## src/rtl/adma_pkg.sv

```systemverilog
// Shared definitions for the DMA data mover: AXI response encodings,
// default block parameters and the response-severity merge helper.
package adma_pkg;

    // AXI RRESP encodings; numerically ordered by severity
    typedef enum logic [1:0] {
        RESP_OKAY   = 2'b00,
        RESP_EXOKAY = 2'b01,
        RESP_SLVERR = 2'b10,
        RESP_DECERR = 2'b11
    } axi_resp_e;

    localparam int unsigned ATX_LEN_W_DEF      = 8;
    localparam int unsigned ATX_SRC_DATA_W_DEF = 256;
    localparam int unsigned ATX_NUM_OSTD_DEF   = 4;

    // Worst of two responses: the encoding is ordered so the larger value wins
    function automatic logic [1:0] resp_max(input logic [1:0] a, input logic [1:0] b);
        logic [1:0] worst;
        if (a > b) begin
            worst = a;
        end else begin
            worst = b;
        end
        return worst;
    endfunction

endpackage

```

## src/rtl/skid_buffer.sv

```systemverilog
// Full-registered skid buffer: both the forward path (data/valid) and the
// backward path (ready) come straight from flops. Holds at most two entries.
module skid_buffer #(
    parameter int unsigned DATA_WIDTH = 8
) (
    input  logic                  clk,
    input  logic                  rst_n,
    input  logic [DATA_WIDTH-1:0] s_data,
    input  logic                  s_valid,
    output logic                  s_ready,
    output logic [DATA_WIDTH-1:0] m_data,
    output logic                  m_valid,
    input  logic                  m_ready
);

    logic [DATA_WIDTH-1:0] main_data_r;
    logic                  main_vld_r;
    logic [DATA_WIDTH-1:0] skid_data_r;
    logic                  in_rdy_r;

    // Main/skid register update; in_rdy_r low means the skid slot is occupied
    always_ff @(posedge clk or negedge rst_n) begin
        if (!rst_n) begin
            main_data_r <= '0;
            main_vld_r  <= 1'b0;
            skid_data_r <= '0;
            in_rdy_r    <= 1'b1;
        end else if (in_rdy_r) begin
            if (!main_vld_r || m_ready) begin
                // Output slot free or draining: input goes straight to output
                main_data_r <= s_data;
                main_vld_r  <= s_valid;
            end else if (s_valid) begin
                // Output stalled: park the accepted beat in the skid slot
                skid_data_r <= s_data;
                in_rdy_r    <= 1'b0;
            end
        end else begin
            if (m_ready) begin
                // Output drained: promote the parked beat, reopen input
                main_data_r <= skid_data_r;
                main_vld_r  <= 1'b1;
                in_rdy_r    <= 1'b1;
            end
        end
    end

    assign s_ready = in_rdy_r;
    assign m_data  = main_data_r;
    assign m_valid = main_vld_r;

endmodule

```

## src/rtl/sync_fifo.sv

```systemverilog
// Single-clock FIFO. The head entry is visible on rd_data whenever the FIFO
// is non-empty; rd_en advances to the next entry. Writes when full and reads
// when empty are ignored.
module sync_fifo #(
    parameter int unsigned DATA_WIDTH = 8,
    parameter int unsigned DEPTH      = 4
) (
    input  logic                  clk,
    input  logic                  rst_n,
    input  logic                  wr_en,
    input  logic [DATA_WIDTH-1:0] wr_data,
    output logic                  full,
    input  logic                  rd_en,
    output logic [DATA_WIDTH-1:0] rd_data,
    output logic                  empty
);

    localparam int unsigned AW = $clog2(DEPTH);
    localparam int unsigned PW = AW + 1;

    logic [DATA_WIDTH-1:0] mem_r [DEPTH];
    logic [PW-1:0]         wr_ptr_r;
    logic [PW-1:0]         rd_ptr_r;
    logic                  do_wr_s;
    logic                  do_rd_s;

    // Pointers carry one wrap bit so full and empty are distinguishable
    assign empty   = (wr_ptr_r == rd_ptr_r);
    assign full    = (wr_ptr_r[AW] != rd_ptr_r[AW]) &&
                     (wr_ptr_r[AW-1:0] == rd_ptr_r[AW-1:0]);
    assign do_wr_s = wr_en && !full;
    assign do_rd_s = rd_en && !empty;
    assign rd_data = mem_r[rd_ptr_r[AW-1:0]];

    // Storage and pointer update
    always_ff @(posedge clk or negedge rst_n) begin
        if (!rst_n) begin
            wr_ptr_r <= '0;
            rd_ptr_r <= '0;
            for (int i = 0; i < int'(DEPTH); i++) begin
                mem_r[i] <= '0;
            end
        end else begin
            if (do_wr_s) begin
                mem_r[wr_ptr_r[AW-1:0]] <= wr_data;
                wr_ptr_r                <= wr_ptr_r + PW'(1);
            end
            if (do_rd_s) begin
                rd_ptr_r <= rd_ptr_r + PW'(1);
            end
        end
    end

endmodule

```

## src/rtl/adma_dm_axi_r.sv

```systemverilog
// AXI R-channel receiver of the DMA data mover. Registers incoming beats in a
// skid buffer, forwards them to the source data buffer only while a burst
// length is outstanding, counts beats against that length, flags RLAST
// disagreement and reports per-burst completion with the worst response.
module adma_dm_axi_r
    import adma_pkg::*;
#(
    parameter int unsigned ATX_LEN_W      = ATX_LEN_W_DEF,
    parameter int unsigned ATX_SRC_DATA_W = ATX_SRC_DATA_W_DEF,
    parameter int unsigned ATX_NUM_OSTD   = ATX_NUM_OSTD_DEF
) (
    input  logic                      clk,
    input  logic                      rst_n,
    input  logic [ATX_LEN_W-1:0]      atx_arlen,
    input  logic                      atx_vld,
    output logic                      atx_rdy,
    output logic [ATX_SRC_DATA_W-1:0] atx_rdata,
    output logic                      atx_rdata_vld,
    input  logic                      atx_rdata_rdy,
    output logic                      atx_done,
    output logic [1:0]                atx_resp,
    output logic                      atx_last_err,
    input  logic [ATX_SRC_DATA_W-1:0] m_rdata_i,
    input  logic [1:0]                m_rresp_i,
    input  logic                      m_rlast_i,
    input  logic                      m_rvalid_i,
    output logic                      m_rready_o
);

    localparam int unsigned SKID_W = ATX_SRC_DATA_W + 3;

    logic [SKID_W-1:0]         sk_in_s;
    logic [SKID_W-1:0]         sk_out_s;
    logic                      sk_vld_s;
    logic                      sk_rdy_s;
    logic [ATX_SRC_DATA_W-1:0] beat_data_s;
    logic [1:0]                beat_resp_s;
    logic                      beat_last_s;

    logic                      fifo_full_s;
    logic                      fifo_empty_s;
    logic [ATX_LEN_W-1:0]      head_len_s;
    logic                      len_avail_s;
    logic                      push_s;
    logic                      pop_s;

    logic                      db_hsk_s;
    logic                      exp_last_s;
    logic [1:0]                burst_resp_s;

    logic [ATX_LEN_W-1:0]      beat_cnt_r;
    logic [1:0]                resp_acc_r;
    logic                      done_r;
    logic [1:0]                resp_r;
    logic                      last_err_r;

    // R channel payload packed as {rdata, rresp, rlast}
    assign sk_in_s = {m_rdata_i, m_rresp_i, m_rlast_i};

    skid_buffer #(
        .DATA_WIDTH (SKID_W)
    ) u_skid (
        .clk     (clk),
        .rst_n   (rst_n),
        .s_data  (sk_in_s),
        .s_valid (m_rvalid_i),
        .s_ready (m_rready_o),
        .m_data  (sk_out_s),
        .m_valid (sk_vld_s),
        .m_ready (sk_rdy_s)
    );

    assign beat_data_s = sk_out_s[SKID_W-1:3];
    assign beat_resp_s = sk_out_s[2:1];
    assign beat_last_s = sk_out_s[0];

    sync_fifo #(
        .DATA_WIDTH (ATX_LEN_W),
        .DEPTH      (ATX_NUM_OSTD)
    ) u_len_fifo (
        .clk     (clk),
        .rst_n   (rst_n),
        .wr_en   (push_s),
        .wr_data (atx_arlen),
        .full    (fifo_full_s),
        .rd_en   (pop_s),
        .rd_data (head_len_s),
        .empty   (fifo_empty_s)
    );

    // A full FIFO refuses pushes even if the head pops in the same cycle
    assign atx_rdy     = !fifo_full_s;
    assign push_s      = atx_vld && !fifo_full_s;
    assign len_avail_s = !fifo_empty_s;

    // Beats with no outstanding length stay in the skid buffer (backpressure)
    assign sk_rdy_s      = len_avail_s && atx_rdata_rdy;
    assign db_hsk_s      = sk_vld_s && sk_rdy_s;
    assign atx_rdata     = beat_data_s;
    assign atx_rdata_vld = sk_vld_s && len_avail_s;

    // The burst boundary comes from the beat count, never from RLAST
    assign exp_last_s   = (beat_cnt_r == head_len_s);
    assign pop_s        = db_hsk_s && exp_last_s;
    assign burst_resp_s = resp_max(resp_acc_r, beat_resp_s);

    // Beat counter within the current burst
    always_ff @(posedge clk or negedge rst_n) begin
        if (!rst_n) begin
            beat_cnt_r <= '0;
        end else if (db_hsk_s) begin
            if (exp_last_s) begin
                beat_cnt_r <= '0;
            end else begin
                beat_cnt_r <= beat_cnt_r + ATX_LEN_W'(1);
            end
        end
    end

    // Worst response seen so far in the current burst
    always_ff @(posedge clk or negedge rst_n) begin
        if (!rst_n) begin
            resp_acc_r <= RESP_OKAY;
        end else if (db_hsk_s) begin
            if (exp_last_s) begin
                resp_acc_r <= RESP_OKAY;
            end else begin
                resp_acc_r <= burst_resp_s;
            end
        end
    end

    // Completion pulse and burst response, one cycle after the last beat
    always_ff @(posedge clk or negedge rst_n) begin
        if (!rst_n) begin
            done_r <= 1'b0;
            resp_r <= RESP_OKAY;
        end else begin
            done_r <= pop_s;
            resp_r <= pop_s ? burst_resp_s : RESP_OKAY;
        end
    end

    // Sticky flag: RLAST disagreed with the expected last beat
    always_ff @(posedge clk or negedge rst_n) begin
        if (!rst_n) begin
            last_err_r <= 1'b0;
        end else if (db_hsk_s && (beat_last_s != exp_last_s)) begin
            last_err_r <= 1'b1;
        end
    end

    assign atx_done     = done_r;
    assign atx_resp     = resp_r;
    assign atx_last_err = last_err_r;

endmodule

```

## config.mk

```make
export PLATFORM = sky130hd
export DESIGN_NAME = adma_dm_axi_r
export DESIGN_NICKNAME = d
export VERILOG_FILES = /design/src/rtl/adma_pkg.sv /design/src/rtl/skid_buffer.sv /design/src/rtl/sync_fifo.sv /design/src/rtl/adma_dm_axi_r.sv
export SDC_FILE = /design/constraint.sdc
export NUM_CORES = 1
export LEC_CHECK = 0
export CORE_MARGIN = 1.5
export CORE_UTILIZATION = 47
export CTS_CLUSTER_DIAMETER = 50
export DETAILED_ROUTE_END_ITERATION = 12
export PLACE_DENSITY = 0.77
export SETUP_SLACK_MARGIN = 0.4
export SYNTH_ARGS = -nofsm -noshare
export SYNTH_HDL_FRONTEND = slang
export SYNTH_SLANG_ARGS = --single-unit
```

## constraint.sdc

```tcl
create_clock -name clk -period 1.95 [get_ports clk]
set_input_delay 0.2925 -clock clk [delete_from_list [all_inputs] [get_ports clk]]
set_output_delay 0.2925 -clock clk [all_outputs]
set_load 0.01 [all_outputs]
```

; Yosys cells after proc, flatten, opt, wreduce, memory -nomap -nowiden
; Cells that the tools add are included.
[op_classes]
order_cmp = 4
n_eq_ne = 6
n_mul = 0
n_shift = 0
n_addsub = 3
muxes = 20
div_mod_pow = 0
reduce_logical = 17
n_bitwise = 3
[ops]
columns = cell, count
row1 = $mux 259, 3
row2 = $bwmux 32, 1
row3 = $mux 8, 4
row4 = $bmux 8 s2, 1
row5 = $demux 8 s2, 1
row6 = $logic_and 1x1->1, 10
row7 = $add 8x1->8 const B, 1
row8 = $eq 8x8->1, 1
row9 = $mux 1, 7
row10 = $add 3x1->3 const B, 2
row11 = $ge 3x3->1 const B, 2
row12 = $mux 2, 3
row13 = $not 2->3, 2
row14 = $eq 3x3->1, 1
row15 = $logic_not 1->1, 3
row16 = $lt 3x1->1 const B, 1
row17 = $reduce_and 3->1, 1
row18 = $eq 2x2->1, 1
row19 = $gt 2x2->1, 1
row20 = $ne 1x1->1, 2
row21 = $ne 2x2->1 const B, 1
row22 = $reduce_and 2->1, 1
row23 = $reduce_bool 2->1, 1
row24 = $logic_or 1x1->1, 1
row25 = $not 1->1, 1
[totals]
reg_bits = 572
n_memories = 0
mem_bits_rw = 0
rom_bits = 0
input_bits = 272
latch_bits = 0
out_inout_bits = 263
elab_cells = 68

; Depth between registers and ports, before layout
; Gate-level depths: netlist of the first run.
[depth]
word_depth = 7
mapped_depth = 8
mapped_depth_nobuf = 7

; Cells and area by module
; Synthesis of the first run repeated with hierarchy kept, for this count alone.
[hier_totals]
hier_cells = 1953
hier_area_um2 = 26501.7
[modules_own_cells]
columns = module, seq_area_each_um2, area_each_um2, cells_per_inst, n_inst
row1 = skid_buffer, 13013.7, 23652.7, 1735, 1
row2 = sync_fifo, 950.9, 1886.8, 121, 1
row3 = adma_dm_axi_r, 350.3, 962.2, 97, 1

; Worst setup path before layout of the first run
; Ideal clock, no wire load.
[synth_path]
path_kind = reg2reg
from = register u_len_fifo.rd_ptr_r[0]
to = register u_len_fifo.mem_r[0] (netlist bit)
stages_incl_launch_ff = 8
arrival_ps = 1992
n_path_buf = 2
setup_time_ps = 125
period_less_slack_ps = 2117
required_time_ps = 1825
slack_ps = -167
cell_sequence = dfrtp_1 buf_6 xor2_1 or3_1 and2_1 buf_2 nand2_2 mux2_2
[synth_between]
elab_chain_cells = 5
[synth_rtl]
columns = item, line
row1 = start: declaration, sync_fifo.sv:23  ; logic [PW-1:0] rd_ptr_r;
row2 = start signal: assignment, sync_fifo.sv:49  ; rd_ptr_r <= rd_ptr_r + PW'(1);
row3 = $eq 2x2->1 *, sync_fifo.sv:30  ; (wr_ptr_r[AW-1:0] == rd_ptr_r[AW-1:0]);
row4 = $logic_and 1x1->1 *, sync_fifo.sv:29  ; assign full = (wr_ptr_r[AW] != rd_ptr_r[AW]) &&
row5 = $logic_not 1->1 *, n/a
row6 = named net atx_rdy, adma_dm_axi_r.sv:16  ; output logic atx_rdy,
row7 = $logic_and 1x1->1, adma_dm_axi_r.sv:93  ; assign push_s = atx_vld && !fifo_full_s;
row8 = $logic_and 1x1->1 *, sync_fifo.sv:31  ; assign do_wr_s = wr_en && !full;
row9 = end signal: indexed assignment, sync_fifo.sv:45  ; mem_r[wr_ptr_r[AW-1:0]] <= wr_data;
row10 = end: declaration, sync_fifo.sv:21  ; logic [DATA_WIDTH-1:0] mem_r [DEPTH];
; Mark *: on every way through the listed nets, which the timed path passes. The rest lies on a longest branch.
; A chain may end at the register's enable or synchronous reset.

; Final worst setup path of the first run
[layout_path]
from = register u_len_fifo.rd_ptr_r[0]
to = register u_skid.skid_data_r[31]
[layout_between]
elab_chain_cells = 6
[layout_rtl]
columns = item, line
row1 = $eq 3x3->1, sync_fifo.sv:28  ; assign empty = (wr_ptr_r == rd_ptr_r);
row2 = $logic_not 1->1, adma_dm_axi_r.sv:94  ; assign len_avail_s = !fifo_empty_s;
row3 = $logic_and 1x1->1, adma_dm_axi_r.sv:97  ; assign sk_rdy_s = len_avail_s && atx_rdata_rdy;
row4 = $logic_or 1x1->1, skid_buffer.sv:29  ; if (!main_vld_r || m_ready) begin
row5 = $not 1->1 (no line), n/a
row6 = $reduce_and 3->1 (no line), n/a
row7 = end signal: assignment, skid_buffer.sv:35  ; skid_data_r <= s_data;
row8 = end: declaration, skid_buffer.sv:18  ; logic [DATA_WIDTH-1:0] skid_data_r;
; No other way between the ends.

==> summary.md, run 1 <==
| Metric | Value |
|---|---|
| Met2 WL | 32800 um |
| Total power | 0.0600 W |
| Critical path buffer and inverter count | 4 |
| FF+latch count, synth | 572 |
| CTS sink cnt | 572 |
| Critical R2R Launch | u_len_fifo.rd_ptr_r[0] |
| Final Cycle Share | 1.14 |
| CTS tree | built |
| First-pass GRT wire length | 102000 um |
| Worst slew pin tran | 0.520 ns |
| Die area | 56500 um^2 |
| Via count | 16985 |
| CP Launch Type | flip-flop |
| Placer's final routability congestion estimate | 0.832 |
| Fmax | 0.448 GHz |
| Die Ht | 238 um |
| Routed wl met3 | 3800 um |
| CP top delay family | buffers and inverters |
| Cell at the slowest stage of the critical path | dfrtp_1 |
| Ys Warns | 0 |
| Vias per cell | 5.21 |
| Max Cap Viol | 0 |
| # setup viols final | 569 |
| DRT Wirelength | 65100 um |
| Setup WS post-layout | -0.283 ns |
| Leakage power | 15.6 nW |
| Fin. max-slew vios | 0 |
| CP Cell Sequence | buf_4 -> xor2_4 -> buf_4 -> o31ai_4 -> nand4_4 -> buf_12 -> buf_12 -> mux2_1 |
| Core Footprint | 54100 um^2 |
| DRT Pass-1 Iters | 5 |
| # IOs | 535 |
| Mapped Cells | 2143 |
| Class of the most critical setup path | flip-flop to flip-flop |
| Worst IR Drop VDD | 1.02 mV |
| Nets | 2789 |
| Ratio of cells with drive above 1 in the final layout | 0.166 |
| Post-DRT Antenna Nets | 0 |
| Initial DRC count | 726 |
| Power per Cell Area | 1750 nW/um^2 |
| P&R area growth vs syn | 32.1% |
| Mapped Area | 25900 um^2 |
| Syn Nets | 2424 |
| Critical Path Max Stage Delay | 0.40 ns |
| DR WL/cell | 20.0 um |
| CP Capture Type | flip-flop |
| Fin area | 34200 um^2 |
| Skew-Pair Late Insertion Delay | 0.60 ns |
| Crit path launch | u_len_fifo.rd_ptr_r[0] |
| Synth cell types | 42 |
| Initial antenna violation count | 10 |
| Top sig layer | met5 |
| RSZ-0062 raised after global routing | yes |
| Failing checks | negative setup slack |
| Status | complete, but fails checks |
| Sequential-to-total area share from yosys stat | 0.553 |
| Crit path max fanout | 24 |
| Number of I/O port buffers | 534 |
| Initial Util | 0.479 |
| Clk buf depth | 3 |
| Row cnt | 85 |
| DP Wirelength | 45400 um |
| Root Buffer | clkbuf_16 |
| Vias in the first global route | 18349 |
| Die W | 238 um |
| Worst-path clk slew | 0.06 ns |
| Grt total ovfl | 0 |
| Crit path required time | 2.39 ns |
| Fin. Hold Viols | 0 |
| Arrival @ worst endpoint | 2.68 ns |
| Cell Area, Placed | 31200 um^2 |
| Worst rel slew slack | 0.653 |
| Mean Syn Cell Area | 12.1 um^2 |
| All-layer global routing usage | 0.228 |
| Total CTS buffers | 69 |
| H-tree depth | 3 |
| DRC Markers | 0 |
| Hold WC Path Type | input port to async pin |
| Crit path time final | 2.23 ns |
| Clock skew | 0.0358 ns |
| Routed length on met1 | 26200 um |
| Largest net degree at the start of global routing | 81 |
## cell usage after synthesis (all sizes together)
cell / instances / share of area
dfrtp: 571 / 0.55
buf: 342 / 0.091
mux2: 292 / 0.13
nor2: 266 / 0.039
mux2i: 262 / 0.10
a21oi: 260 / 0.050
clkbuf: 35 / 0.0051
nand2: 25 / 0.0040
inv: 11 / 0.0016
xnor2: 11 / 0.0037
o21ai: 10 / 0.0019
ha: 9 / 0.0043
mux4: 8 / 0.0070
nor3: 6 / 0.0014
xor2: 5 / 0.0017
o211ai: 4 / 0.0012
and2: 3 / 0.00072
nand4: 3 / 0.00097
o311ai: 3 / 0.0010
o31ai: 3 / 0.0014
nand3: 2 / 0.00039
nor4: 2 / 0.00072
o22ai: 2 / 0.00048
or2: 2 / 0.00048
dfstp: 1 / 0.0010
nand3b: 1 / 0.00029
nor2b: 1 / 0.00024
nor3b: 1 / 0.00029
o21bai: 1 / 0.00029
or3: 1 / 0.00024
## through the flow
| stage | setup WS, ns | setup TNS [ns] | hold WS [ns] | instances | util |
|---|---|---|---|---|---|
| 2_1_floorplan | -0.0644 | -12.11 | -0.00309 | 2143 | - |
| 3_3_place_gp | -0.140 | -9.41 | 0.209 | 3113 | 0.577 |
| 3_5_place_dp | -0.142 | -24.18 | 0.212 | 3113 | 0.577 |
| 4_1_cts | -0.262 | -88.58 | 0.157 | 3251 | 0.629 |
| 5_1_grt | -0.348 | -146.16 | 0.176 | 3258 | 0.632 |
| 6_report | -0.283 | -110.02 | 0.182 | 3260 | 0.632 |
## flip-flops by register name, indices dropped and copies added, names as in the netlist
name	cells
u_len_fifo.mem_r	32
u_skid.m_data	259
beat_cnt_r	8
u_skid.skid_data_r	259
resp_acc_r	2
atx_done	1
u_skid.s_ready	1
u_skid.m_valid	1
u_len_fifo.rd_ptr_r	3
atx_resp	2
u_len_fifo.wr_ptr_r	3
atx_last_err	1
## path summary, 6_finish.rpt
path / to / slack, ns / depth (start not counted)
setup / recovery: u_skid.skid_data_r[31] / -0.28 / 8
min in group clk: u_skid.skid_data_r[2] / 0.32 / 2
hold / removal: u_skid.m_valid / 0.18 / 2
hold reg to reg: u_skid.skid_data_r[163] / 0.49 / 1
max in group asynchronous: u_skid.skid_data_r[203] / 0.94 / 4
setup reg to reg: u_skid.skid_data_r[31] / -0.28 / 8
## final cells by class
class | count | area [um^2]
Antenna cell | 7 | 17.5
Clock buffer | 93 | 1980
Clock inverter | 27 | 358
Fill cell | 3993 | 19900
Inverter | 11 | 41.3
Multi-Input combinational cell | 1183 | 9530
Sequential cell | 572 | 14300
Tap cell | 696 | 871
Timing Repair Buffer | 671 | 7100
## logic make-up (layout without fill, tap and decap cells)
family	count (synthesis)	in the layout	share of synthesized area
AO/OA/AOI/OAI	283	283	0.0565
multiplexers	562	562	0.235
flip-flops	572	572	0.553
adder cells (fa/ha/maj)	9	9	0.00435
other	0	7	0
XOR/XNOR	16	16	0.00541
AND/OR/NAND/NOR	313	313	0.0483
buffers and inverters	388	802	0.0977
## placed cells by master, fill, tap and decap left out, drive strengths merged, types with 11 or more instances in the layout
cell	count
mux2i	262
dfrtp	571
a21oi	260
clkdlybuf4s50	530
xnor2	11
clkbuf	95
buf	138
mux2	292
nand2	25
inv	20
nor2	266
## routing by layer
metal / up-vias / track usage
met3: 143 / 0.0603
li1: 7838 / -
met5: - / 0
met1: 8544 / 0.271
met4: 8 / 0.0940
met2: 452 / 0.390
## power breakdown
group | internal, W | switching [W] | total, W
logic | 0.0138 | 0.0115 | 0.0253
registers | 0.0180 | 0.00372 | 0.0217
clock network | 0.00789 | 0.00515 | 0.0130
total | 0.0396 | 0.0204 | 0.0600
## what timing repair did
item / 4_1_cts / 5_1_grt
pin swaps: 14 / 4
endpoints found under the setup margin: 834 / 835
endpoints found under the hold margin: 188 / 0
setup buffers: 15 / 1
gates resized for setup: 75 / 51
gates cloned: 2 / 1
hold buffers: 1 / 0
Power figures use the tool's default switching activity.
==> run 2: changes to the inputs <==
--- a/config.mk
+++ b/config.mk
@@ -5,6 +5,7 @@
 export SDC_FILE = /design/constraint.sdc
 export NUM_CORES = 1
 export LEC_CHECK = 0
+export CAP_MARGIN = 20
 export CORE_MARGIN = 1.5
 export CORE_UTILIZATION = 47
 export CTS_CLUSTER_DIAMETER = 50
@@ -14,3 +15,4 @@
 export SYNTH_ARGS = -nofsm -noshare
 export SYNTH_HDL_FRONTEND = slang
 export SYNTH_SLANG_ARGS = --single-unit
+export TNS_END_PERCENT = 20
==> run 2 against run 1 <==
Effect of this change:
- the flow still finishes with violations (negative setup slack)
- sequential power rose by 3%
- largest cell class unchanged
- final area rose by 5.6%
- setup slack improved by 0.017 ns
- largest power group unchanged
- register-to-register slack improved by 0.02 ns
- non-clock buffer count rose by 40
- critical endpoint is now u_skid.skid_data_r[101]
==> summary.md, run 2 (synthesized netlist as in run 1, its figures left out) <==
| Metric | Value |
|---|---|
| Post-DRT Antenna Nets | 0 (unchanged) |
| CTS sink cnt | 572 (unchanged) |
| Via count | 17832 (+5.0%) |
| Die area | 56500 um^2 (unchanged) |
| Clk buf depth | 3 (unchanged) |
| Initial antenna violation count | 11 (+1) |
| Skew-Pair Late Insertion Delay | 0.62 ns (+0.02 ns) |
| First-pass GRT wire length | 112000 um (+10%) |
| DP Wirelength | 46500 um (+2.3%) |
| Filler instances | 3635 (-9.0%) |
| # IOs | 535 (unchanged) |
| Row cnt | 85 (unchanged) |
| Class of the most critical setup path | flip-flop to flip-flop |
| Hold WS | 0.194 ns (+0.0117 ns) |
| Area of the multi-input gates | 10600 um^2 (+11%) |
| Fin. Hold Viols | 0 (unchanged) |
| Largest net degree at the start of global routing | 70 (-14%) |
| CP Launch Type | flip-flop |
| Fin util | 0.667 (+0.0354) |
| RSZ-0062 raised after global routing | yes |
| Commonest non-fill, non-tap cells in the layout | dfrtp_1, clkdlybuf4s50_1, mux2i_1, a21oi_1, mux2_4 |
| Switch share | 0.349 (+0.00965) |
| Nets | 2821 (+1.1%) |
| Fin area | 36100 um^2 (+5.6%) |
| Register Area | 14300 um^2 (about the same) |
| P&R area growth vs syn | 39.5% |
| Grt total ovfl | 0 (unchanged) |
| Leakage power | 17.6 nW (+13%) |
| Vias in the first global route | 19242 (+4.9%) |
| Vias per cell | 5.42 (+4.0%) |
| All-layer global routing usage | 0.255 (+0.0276) |
| Total CTS buffers | 61 (-12%) |
| Die Ht | 238 um (unchanged) |
| CP Capture Type | flip-flop |
| DRC Markers | 0 (unchanged) |
| Combinational power share | 0.464 (+0.043) |
| Clock skew | 0.0236 ns (-0.0122 ns) |
| Ratio of cells with drive above 1 in the final layout | 0.304 (+0.138) |
| Arrival @ worst endpoint | 2.71 ns (+0.03 ns) |
| Fin. max-slew vios | 0 (unchanged) |
| Initial Util | 0.479 (unchanged) |
| Worst slew pin tran | 0.410 ns (-0.110 ns) |
| Placer's final routability congestion estimate | 0.818 (-1.7%) |
| Max Cap Viol | 0 (unchanged) |
| H-tree depth | 2 (-1) |
| Crit path required time | 2.44 ns (+0.05 ns) |
| # setup viols final | 541 (-4.9%) |
| Crit path time final | 2.22 ns (-0.0171 ns) |
| Final Cycle Share | 1.14 (-0.00877) |
| Clock power frac | 0.185 (-0.032) |
| Worst rel slew slack | 0.726 (+0.0736) |
| Int Power | 0.0413 W (+4.2%) |
| Sequential Power Share | 0.352 (-0.010) |
| Commonest non-fill, non-tap cell in the layout | dfrtp_1 |
| Power per Cell Area | 1760 nW/um^2 (+0.17%) |
| Setup WS post-layout | -0.266 ns (+0.0171 ns) |
| Initial DRC count | 911 (+25%) |
| Net Sw Power | 0.0222 W (+8.8%) |
| Fmax | 0.451 GHz (+0.77%) |
| DRT Pass-1 Iters | 5 (unchanged) |
| Die W | 238 um (unchanged) |
| Number of I/O port buffers | 534 (unchanged) |
| DRT Wirelength | 74200 um (+14%) |
| Crit path max fanout | 8 (-67%) |
| Status | complete, but fails checks |
| CTS tree | built |
| Worst IR Drop VDD | 1.02 mV (+0.43%) |
| Core Footprint | 54100 um^2 (unchanged) |
| Worst-path clk slew | 0.06 ns (about the same) |
| Failing checks | negative setup slack |
| Hold WC Path Type | input port to async pin |
| R2R setup slack | -0.27 ns (+0.02 ns) |
| DR WL/cell | 22.5 um (+13%) |
| Root Buffer | clkbuf_16 |
| Cell Area, Placed | 31100 um^2 (-0.35%) |
| Total power | 0.0635 W (+5.8%) |
-- run 2: worst paths after layout --
kind	end	depth (start not counted)	startpoint
worst max-delay path	u_skid.skid_data_r[101]	9	u_len_fifo.rd_ptr_r[0]
worst min-delay path	u_skid.m_data[179]	2	rst_n
worst max register to register	u_skid.skid_data_r[101]	9	u_len_fifo.rd_ptr_r[0]
worst min register to register	u_skid.skid_data_r[227]	1	u_skid.skid_data_r[227]
max in group asynchronous	u_len_fifo.mem_r[23]	4	rst_n
min in group clk	u_skid.skid_data_r[172]	2	m_rdata_i[169]
-- run 2: layer usage --
metal	track usage	wire length, um
met1	0.316	29500
met2	0.427	36900
met3	0.0647	4980
met4	0.102	2710
met5	0	42
-- run 2: final cells by class --
class | instances | area share
Antenna cell | 6 | 0.000416
Clock buffer | 81 | 0.0482
Clock inverter | 31 | 0.00876
Inverter | 11 | 0.00114
Multi-Input combinational cell | 1183 | 0.294
Sequential cell | 572 | 0.396
Tap cell | 696 | 0.0241
Timing Repair Buffer | 711 | 0.227
-- run 2: through the flow --
stage,TNS (ns),instances,setup slack (ns)
finish,-70.82,3291,-0.266
global route,-111.56,3289,-0.323
CTS,-59.16,3277,-0.304
detailed placement,-26.13,3109,-0.160
global placement,-14.59,3109,-0.139
floorplan,-11.12,2143,-0.0645
-- run 2: power groups by stage --
stage | clock [W] | combinational [W] | sequential (W)
3_5_place_dp | 0 | 0.0238 | 0.0218
2_1_floorplan | 0 | 0.0172 | 0.0204
4_1_cts | 0.0119 | 0.0286 | 0.0218
6_report | 0.0117 | 0.0294 | 0.0223
5_1_grt | 0.0125 | 0.0312 | 0.0228
3_3_place_gp | 0 | 0.0229 | 0.0215
-- run 2: worst max-delay path, stage by stage, from the launching register on --
cell and delay (ns):
dfrtp_1 0.39, buf_12 0.15, xor2_4 0.19, o31ai_4 0.27, nand4_4 0.13, buf_12 0.19, buf_16 0.17, buf_12 0.14
buf_16 0.14, mux2_4 0.29
-- run 2: timing repair --
item,CTS,global route
cloned,31,4
hold buffers,1,0
resized for setup,318,358
pin swaps,17,11
buffers inserted,24,4
setup endpoints to repair,834,835
endpoints found under the hold margin,291,0
==> run 3: changes to the inputs <==
--- a/config.mk
+++ b/config.mk
@@ -9,10 +9,12 @@
 export CORE_MARGIN = 1.5
 export CORE_UTILIZATION = 47
 export CTS_CLUSTER_DIAMETER = 50
+export CTS_CLUSTER_SIZE = 40
 export DETAILED_ROUTE_END_ITERATION = 12
 export PLACE_DENSITY = 0.77
 export SETUP_SLACK_MARGIN = 0.4
 export SYNTH_ARGS = -nofsm -noshare
 export SYNTH_HDL_FRONTEND = slang
+export SYNTH_HIERARCHICAL = 1
 export SYNTH_SLANG_ARGS = --single-unit
 export TNS_END_PERCENT = 20
==> run 3 against run 2 <==
Effect of this change:
- the run still ends with negative setup slack left
- sequential power about the same
- core utilization increased by 0.23 points
- die area rose by 2.3%
- global-route usage is 1.5 points higher
- combinational power rose by 22%
- sequential cell count is the same
- synthesized cell count shrank 8.9%
- clock-buffer cell count is 12 lower
- clock skew grew 0.012 ns
- final area rose by 2.7%
- critical endpoint is now u_len_fifo/rd_ptr_r[0]
- largest cell class unchanged
==> summary.md, run 3 <==
| Metric | Value |
|---|---|
| Status | complete, but fails checks |
| Failing checks | negative setup slack |
| Top cells by count, synth | dfrtp_1, mux2_2, nor2b_1 |
| Final Cycle Share | 1.22 (+0.0816) |
| DR WL/cell | 25.4 um (+13%) |
| Nets | 2848 (+0.96%) |
| Die W | 240 um (+1.1%) |
| Cell at the slowest stage of the critical path | mux4_2 |
| RSZ-0062 raised after global routing | yes |
| Skew-Pair Late Insertion Delay | 0.63 ns (about the same) |
| Via count | 20524 (+15%) |
| Commonest non-fill, non-tap cell in the layout | dfrtp_1 |
| Hold WS | 0.198 ns (+0.00456 ns) |
| Clock skew | 0.0355 ns (+0.0119 ns) |
| Root Buffer | clkbuf_16 |
| FFs w/ async S/R, synth | 1.00 (unchanged) |
| Syn Nets | 2234 (-7.8%) |
| DRT Pass-1 Iters | 7 (+2) |
| Worst slew pin tran | 0.507 ns (+0.0964 ns) |
| Fin util | 0.670 (+0.00235) |
| Class of the most critical setup path | flip-flop to flip-flop |
| DRT Wirelength | 85500 um (+15%) |
| Number of I/O port buffers | 534 (unchanged) |
| Clk buf depth | 3 (unchanged) |
| Worst-path clk slew | 0.07 ns (about the same) |
| All-layer global routing usage | 0.271 (+0.0152) |
| Vias per cell | 6.09 (+12%) |
| TNS Setup | -159.55 ns (-88.73 ns) |
| Power per Cell Area | 1880 nW/um^2 (+6.9%) |
| Leakage power | 15.5 nW (-12%) |
| CP Capture Type | flip-flop |
| CP Cell Sequence | buf_12 -> mux4_2 -> xnor2_2 -> nand4_4 -> or2_4 -> nor2_4 -> buf_4 -> nor2b_1 -> o21ai_0 -> nand3_1 |
| Mean Syn Cell Area | 13.6 um^2 (+12%) |
| Mapped Cells | 1953 (-8.9%) |
| Area share of the largest cell type after synthesis | 0.539 (-0.0124) |
| CTS sink cnt | 572 (unchanged) |
| H-tree depth | 2 (unchanged) |
| CTS tree | built |
| Fmax | 0.421 GHz (-6.7%) |
| Initial Util | 0.478 (about the same) |
| Ratio of cells with drive above 1 in the final layout | 0.336 (+0.0324) |
| FF+latch count, synth | 572 (unchanged) |
| Crit path max fanout | 11 (+3) |
| Primary FF master, synth | dfrtp_1 |
| Setup WS post-layout | -0.425 ns (-0.159 ns) |
| Crit path required time | 2.52 ns (+0.08 ns) |
| Post-synth EDFFs | 0 (unchanged) |
| Vias in the first global route | 21130 (+9.8%) |
| P&R area growth vs syn | 40.1% |
| Post-DRT Antenna Nets | 0 (unchanged) |
| Top post-synthesis cells by area | dfrtp_1, mux2_2, o221a_2 |
| Commonest non-fill, non-tap cells in the layout | dfrtp_1, clkdlybuf4s50_1, mux2_2, nor2b_1, a211o_1 |
| # IOs | 535 (unchanged) |
| DP Wirelength | 51900 um (+12%) |
| CP top delay family | simple AND/OR/NAND/NOR gates |
| CP Launch Type | flip-flop |
| DRC Markers | 0 (unchanged) |
| First-pass GRT wire length | 123000 um (+9.5%) |
| Hold WC Path Type | input port to async pin |
| Row cnt | 86 (+1.2%) |
| Worst rel slew slack | 0.662 (-0.0642) |
| Die Ht | 240 um (+1.1%) |
| Most frequent cell after synthesis | dfrtp_1 |
| Core Footprint | 55400 um^2 (+2.4%) |
| Placer's final routability congestion estimate | 0.816 (-0.16%) |
| Mapped Area | 26500 um^2 (+2.3%) |
| Sequential-to-total area share from yosys stat | 0.540 (-0.0124) |
| Critical Path Max Stage Delay | 0.56 ns (+0.17 ns) |
| Initial antenna violation count | 14 (+3) |
| Initial DRC count | 1661 (+82%) |
| Max Cap Viol | 0 (unchanged) |
| Grt total ovfl | 0 (unchanged) |
| Synth cell types | 47 (+12%) |
| Worst IR Drop VDD | 1.38 mV (+35%) |
| # setup viols final | 571 (+5.5%) |
| Fin. Hold Viols | 0 (unchanged) |
| Total power | 0.0697 W (+9.8%) |
| Ys Warns | 6 (+6) |
| Leading area contributor after synthesis | dfrtp_1 |
| Critical path buffer and inverter count | 2 (-3) |
| Die area | 57800 um^2 (+2.3%) |
| Post-placement setup slack | -0.436 ns (-0.276 ns) |
| Fin. max-slew vios | 0 (unchanged) |
| Arrival @ worst endpoint | 2.94 ns (+0.23 ns) |
| Largest net degree at the start of global routing | 69 (-1.4%) |
| Crit path time final | 2.37 ns (+0.159 ns) |
| Total CTS buffers | 58 (-4.9%) |
## run 3: where the power goes
group | switching [W] | total, W | internal, W
registers | 0.00446 | 0.0226 | 0.0181
clock network | 0.00523 | 0.0114 | 0.00612
logic | 0.0150 | 0.0358 | 0.0208
## run 3: what timing repair did
item | CTS | global route
setup endpoints to repair | 835 | 835
gates cloned | 14 | 27
pin swaps | 2 | 3
hold buffers | 1 | 0
buffers inserted | 14 | 11
hold endpoints to repair | 95 | 0
resized for setup | 61 | 22
## run 3: area by class of cell
| cell class | count | area [um^2] |
|---|---|---|
| fillers | 3859 | 18300 |
| diodes | 11 | 27.5 |
| inverters | 9 | 33.8 |
| flip-flops and latches | 572 | 14300 |
| repair buffers | 731 | 8470 |
| multi-input cells | 1195 | 11400 |
| well taps | 748 | 936 |
| clock inverters | 37 | 380 |
| clock buffers | 69 | 1580 |
## run 3: worst paths after layout
check / slack, ns / depth (start not counted) / startpoint / to
worst min-delay path: 0.20 / 2 / rst_n / u_skid/m_data[150]
worst max register to register: -0.42 / 10 / u_len_fifo/rd_ptr_r[0] / u_len_fifo/rd_ptr_r[0]
max in group asynchronous: 0.95 / 3 / rst_n / u_skid/m_data[232]
worst min register to register: 0.51 / 1 / u_skid/skid_data_r[10] / u_skid/skid_data_r[10]
min in group clk: 0.30 / 2 / m_rdata_i[170] / u_skid/skid_data_r[173]
worst max-delay path: -0.42 / 10 / u_len_fifo/rd_ptr_r[0] / u_len_fifo/rd_ptr_r[0]
## run 3: through the flow
| stage | area (um^2) | cells |
|---|---|---|
| 4_1_cts | 36200 | 3323 |
| 3_3_place_gp | 33500 | 3188 |
| 5_1_grt | 37100 | 3371 |
| 2_1_floorplan | 26600 | 1953 |
| 3_5_place_dp | 33500 | 3188 |
| 6_report | 37100 | 3372 |
## run 3: metal layers
layer / track usage / up-vias / routed length (um)
met4: 0.113 / 6 / 3120
met5: 0 / - / 40
met3: 0.0625 / 179 / 5920
met1: 0.343 / 10750 / 34300
met2: 0.445 / 796 / 42100
li1: - / 8793 / -
## run 3: kinds of logic (layout without fill, tap and decap cells)
kind of cell | after synthesis | count (layout) | share of synthesized area
compound gates | 548 | 548 | 0.205
xor+xnor | 16 | 16 | 0.00940
buf+inv | 188 | 846 | 0.0351
simple gates | 316 | 318 | 0.0737
flops | 572 | 572 | 0.540
other cells | 0 | 11 | 0
fa+ha+maj | 9 | 9 | 0.00425
mux | 304 | 304 | 0.132
